**config.mk**
```make
export PLATFORM = sky130hd
export DESIGN_NAME = reg_bus_fabric
export DESIGN_NICKNAME = d
export VERILOG_FILES = /design/src/rtl/reg_bus_fabric.sv
export SDC_FILE = /design/constraint.sdc
export NUM_CORES = 1
export LEC_CHECK = 0
export ABC_AREA = 1
export ABC_CLOCK_PERIOD_IN_PS = 3200
export BUFFER_PORTS_ARGS = -buffer_cell sky130_fd_sc_hd__clkbuf_2
export CAP_MARGIN = 10
export CORE_UTILIZATION = 45
export CTS_CLUSTER_DIAMETER = 80
export DETAILED_ROUTE_END_ITERATION = 12
export PLACE_DENSITY = 0.86
export SETUP_SLACK_MARGIN = 0.15
export SYNTH_ARGS = -nofsm -noshare
export SYNTH_HDL_FRONTEND = slang
export SYNTH_SLANG_ARGS = --single-unit
```
**constraint.sdc**
```tcl
create_clock -name app_clk -period 3.2 [get_ports app_clk]
set_input_delay 0.32 -clock app_clk [delete_from_list [all_inputs] [get_ports app_clk]]
set_output_delay 0.32 -clock app_clk [all_outputs]
set_load 0.02 [all_outputs]
```
**src/rtl/reg_bus_fabric.sv**
```systemverilog
// Register-bus fabric: one reg-bus master fanned out to NUM_SLV register blocks, with a decode-miss
// error response and a saturating error counter. Define REG_BUS_TIMEOUT_EN to build the slave-timeout watchdog.
module reg_bus_fabric #(
    parameter int NUM_SLV = 2,
    parameter int SEL_LSB = 6,
    parameter int SEL_W   = 3,
    parameter int TIMEOUT = 255
) (
    input  logic                   app_clk,
    input  logic                   app_rst,
    input  logic                   reg_cs,
    input  logic                   reg_wr,
    input  logic [10:0]            reg_addr,
    input  logic [31:0]            reg_wdata,
    input  logic [3:0]             reg_be,
    output logic [31:0]            reg_rdata,
    output logic                   reg_ack,
    output logic                   reg_err,
    output logic [NUM_SLV-1:0]     s_cs,
    input  logic [32*NUM_SLV-1:0]  s_rdata,
    input  logic [NUM_SLV-1:0]     s_ack,
    output logic [7:0]             err_cnt
);
    typedef enum logic [1:0] {IDLE, DECODE, WAIT, RESP} state_t;

    state_t             state, state_nxt;
    logic [SEL_W-1:0]   sel_q;
    logic [NUM_SLV-1:0] sel_hot;
    logic               sel_hit;
    logic               ack_sel;
    logic               to_hit;
    logic [31:0]        rdata_sel;
    logic               load_resp;
    logic               resp_err;
    logic [31:0]        resp_data;

    // Write-side master signals are wired straight to every slave at the cluster level.
    logic unused_fanout;
    assign unused_fanout = ^{reg_wr, reg_addr, reg_wdata, reg_be};

    assign sel_hit = {1'b0, sel_q} < (SEL_W+1)'(NUM_SLV);

    always_comb begin
        sel_hot   = '0;
        rdata_sel = '0;
        for (int i = 0; i < NUM_SLV; i++) begin
            sel_hot[i] = (sel_q == SEL_W'(i));
            rdata_sel  = rdata_sel | (s_rdata[32*i +: 32] & {32{sel_q == SEL_W'(i)}});
        end
    end

    // Only the selected slave's ack counts; strays from idle slaves are masked here.
    assign ack_sel = |(s_ack & sel_hot);

`ifdef REG_BUS_TIMEOUT_EN
    localparam int TO_W = $clog2(TIMEOUT + 1);
    logic [TO_W-1:0] to_cnt;

    assign to_hit = (to_cnt == TO_W'(TIMEOUT - 1));

    always_ff @(posedge app_clk) begin
        if (app_rst)
            to_cnt <= '0;
        else if (state == WAIT && reg_cs && !ack_sel)
            to_cnt <= to_cnt + 1'b1;
        else
            to_cnt <= '0;
    end
`else
    assign to_hit = 1'b0;
`endif

    always_comb begin
        state_nxt = state;
        load_resp = 1'b0;
        resp_err  = 1'b0;
        resp_data = '0;
        s_cs      = '0;
        case (state)
            IDLE: begin
                if (reg_cs) state_nxt = DECODE;
            end
            DECODE: begin
                if (sel_hit) begin
                    state_nxt = WAIT;
                end else begin
                    state_nxt = RESP;
                    load_resp = 1'b1;
                    resp_err  = 1'b1;
                end
            end
            WAIT: begin
                s_cs = reg_cs ? sel_hot : '0;
                // Abort beats a same-cycle ack, and an ack beats a same-cycle timeout.
                if (!reg_cs) begin
                    state_nxt = IDLE;
                end else if (ack_sel) begin
                    state_nxt = RESP;
                    load_resp = 1'b1;
                    resp_data = rdata_sel;
                end else if (to_hit) begin
                    state_nxt = RESP;
                    load_resp = 1'b1;
                    resp_err  = 1'b1;
                    resp_data = 32'hDEAD_0000 | 32'(sel_q);
                end
            end
            RESP: begin
                state_nxt = IDLE;
            end
            default: state_nxt = IDLE;
        endcase
    end

    always_ff @(posedge app_clk) begin
        if (app_rst) begin
            state     <= IDLE;
            sel_q     <= '0;
            reg_rdata <= '0;
            reg_ack   <= 1'b0;
            reg_err   <= 1'b0;
            err_cnt   <= '0;
        end else begin
            state   <= state_nxt;
            reg_ack <= load_resp;
            if (state == IDLE && reg_cs)
                sel_q <= reg_addr[SEL_LSB +: SEL_W];
            if (load_resp) begin
                reg_err   <= resp_err;
                reg_rdata <= resp_data;
            end
            if (state == RESP && reg_err && err_cnt != 8'hFF)
                err_cnt <= err_cnt + 8'd1;
        end
    end
endmodule

```
==> qor.csv <==
stage;metric;value;unit
run_status;outcome;finished clean;
cells_and_area;drive_above_1_share;33.69;%
sta;maxSlewHeadroom;52.82;%
sta;fin_crit_sh;69.86;%
sta;final.setup.tns;0;ns
min_path;hp-class;primary input to register;
cts;cts.htree.levels;2;
run;drv_cap;0;
route;drt-initial-drc-count;145;
synthesis;yosys.cell_types.count;27;
floorplan;chipWidth;80.23;um
floorplan;start_util;46.51;%
synthesis;post_synth_instance_area;2754;um2
cells_and_area;area_growth;19.67;%
cts;clk_pin_slew;0.09;ns
critical_path;required;3.38;ns
synthesis;synth_seq_area_share;34.17;%
pwr;power_density;464.6;nW/um2
cts;cts_tree;yes;
cts;tritoncts_num_sinks;47;
place;place_congestion;0.8756;
cts;cts_hold_repair.buffers;0;
sta;final.setup_skew;0.006637;ns
floorplan;core;5921;um2
place;io_buffer_count;115;
cts;cts_setup_buffers;0;
global_routing;grt_usage;22.90;%
cells_and_area;net_count_of_the_finished_layout;594;
critical_path;critical_path.max_fanout;34;
cts;clkLatencyLatePin;0.30;ns
cells_and_area;fill_cells;559;
floorplan;io_pins;161;
pwr;share_clk_of_total_power;22.7;%
cts;tritoncts.num_buffers;5;
sta;fmax;447.3;MHz
synthesis;post_synth_inst_count;375;
cells_and_area;final_cells;547;
sta;rsz_0062_raised_after_global_routing;false;
route;wire_per_inst;13.75;um
sta;final.min_clock_period;2.236;ns
pwr;p_leak;1.534;nW
pwr;p_int;0.0009261;W
global_routing;pin_count_of_the_biggest_net_entering_global_routing;53;
pwr;switchingPower;0.0006050;W
cells_and_area;layout.cells.most_common;sky130_fd_sc_hd__clkbuf_2;
place;dp.final_hpwl;5.240;mm
sta;fin_ws;0.9643;ns
sta;slew_violations;0;
critical_path;timing.critical_path.to_type;register;
floorplan;dieArea;6437;um2
route;vias_per_cell;5.424;
synthesis;synth_warnings;0;
global_routing;number_of_global_route_vias_before_repair;2595;
critical_path;rrSetupSlack;0.96;ns
global_routing;grt_first_pass_wirelength;11.51;mm
route;final_antenna_net_count;0;
cells_and_area;number_of_antenna_diodes;0;
synthesis;synth_seq_cells;47;
floorplan;vertical_die_dimension;80.23;um
route;wirelength;7.521;mm
place;dpl_worst_slack;0.9687;ns
critical_path;worst_setup_path_start_kind;register;
cts;cts-root-buf;sky130_fd_sc_hd__clkbuf_8;
synthesis;synth_fp_nets;498;
critical_path;critical_path_class;register to register;
cells_and_area;final_cell_mix;sky130_fd_sc_hd__clkbuf_2, sky130_fd_sc_hd__nand3_1, sky130_fd_sc_hd__nand2_1;
route;dr_total_vias;2967;
pwr;power.share.sequential;41.3;%
route;drt_first_pass_iters;5;
sta;total_count_of_hold_check_failures_in_the_final_report;0;
sta;tightest_slew;0.7069;ns
pwr;relative_contribution_of_combinational_cells_to_total_power;36.0;%
pwr;fraction_of_power_spent_switching_nets;39.52;%
route;detail_route.drc_violations;0;
critical_path;timing.critical_path.arrival;2.41;ns
synthesis;synth.avg_cell_area;7.344;um2
place;dpl.cell_count;539;
global_routing;total_gr_overflow;0;
cts;clk_path_buf_depth;2;
global_routing;antenna_violations_before_repair;0;
pwr;ir_drop;257.6;uV
sta;final-setup-viol-count;0;
cts;cts-resized-gates;0;
cells_and_area;finalCoreUtilization;55.66;%
floorplan;std_cell_rows;28;
logic make-up after synthesis:
kind of cell / Yosys count / synth area share [%]
and+or+nand+nor: 222 / 41.44
AOI/OAI and AO/OA: 50 / 9.359
buffers and inverters: 47 / 11.36
DFF: 47 / 34.17
adders and majority gates: 6 / 2.726
xor gates and xnor gates: 3 / 0.9543
worst max-delay path, stage by stage (launching register included):
cell,delay [ns]
sky130_fd_sc_hd__dfxtp_1,0.40
sky130_fd_sc_hd__inv_1,0.12
sky130_fd_sc_hd__ha_1,0.30
sky130_fd_sc_hd__inv_1,0.05
sky130_fd_sc_hd__nor2_2,0.56
sky130_fd_sc_hd__nand2_4,0.41
sky130_fd_sc_hd__nand3_1,0.19
sky130_fd_sc_hd__a21oi_1,0.09
layer usage:
metal	up-vias	part of all wire (%)	global-route usage, %
li1	1468	-	-
met1	1349	42	27.05
met2	133	49	41.20
met3	17	5.9	3.977
met4	0	2.4	8.214
met5	-	0	0
power groups by stage:
stage	clock (W)	sequential (W)	combinational, W
after CTS	0.000359	0.000632	0.000553
after detailed placement	0	0.000646	0.000547
final	0.000348	0.000632	0.000551
after floorplan	0	0.000649	0.000486
after global placement	0	0.000644	0.000536
after global routing	0.000380	0.000635	0.000619
final timing paths:
path | endpoint | depth (start not counted) | start
worst max-delay path | reg_rdata[15]$_SDFFE_PP0P_ | 7 | state[0]$_SDFFE_PP0P_
worst min-delay path | sel_q[1]$_SDFFE_PP0P_ | 3 | reg_addr[7]
worst max register to register | reg_rdata[15]$_SDFFE_PP0P_ | 7 | state[0]$_SDFFE_PP0P_
worst min register to register | reg_rdata[24]$_SDFFE_PP0P_ | 2 | reg_rdata[24]$_SDFFE_PP0P_
registers in the layout, indices dropped and copies added, names as in the netlist:
signal and flops:
reg_rdata 32, sel_q 3, state 2, reg_err 1, err_cnt 8, reg_ack 1
cell usage after synthesis, drive strengths merged:
cell type / instances / area, um2
o21ai: 8 / 40.03
nor3: 1 / 5.000
nand2: 68 / 270.3
nand3: 133 / 765.7
xor2: 3 / 26.28
a21oi: 42 / 217.7
nand3b: 2 / 15.01
ha: 6 / 75.07
nor2: 15 / 66.32
buf: 27 / 237.7
dfxtp: 47 / 940.9
inv: 15 / 56.31
nor4: 2 / 12.51
clkbuf: 5 / 18.77
or2: 1 / 6.260
final cells by class:
type                    instances  area, um2  area share (%)
multi-input cells             281       1500           45.52
flip-flops and latches         47      940.9           28.55
repair buffers                121      620.6           18.83
well taps                      75      93.84           2.847
clock buffers                   5      68.82           2.088
inverters                      15      56.30           1.708
clock inverters                 3      15.01          0.4556
stage by stage:
| stage | hold WS (ns) | area [um2] | power (W) |
|---|---|---|---|
| after floorplan | 0.4843 | 2754 | 0.001134 |
| after global placement | 0.4623 | 3212 | 0.001180 |
| after detailed placement | 0.4734 | 3212 | 0.001193 |
| after CTS | 0.2793 | 3296 | 0.001544 |
| after global routing | 0.3006 | 3296 | 0.001634 |
| final | 0.2847 | 3296 | 0.001531 |
No activity file was read; power rests on OpenSTA's default activity.
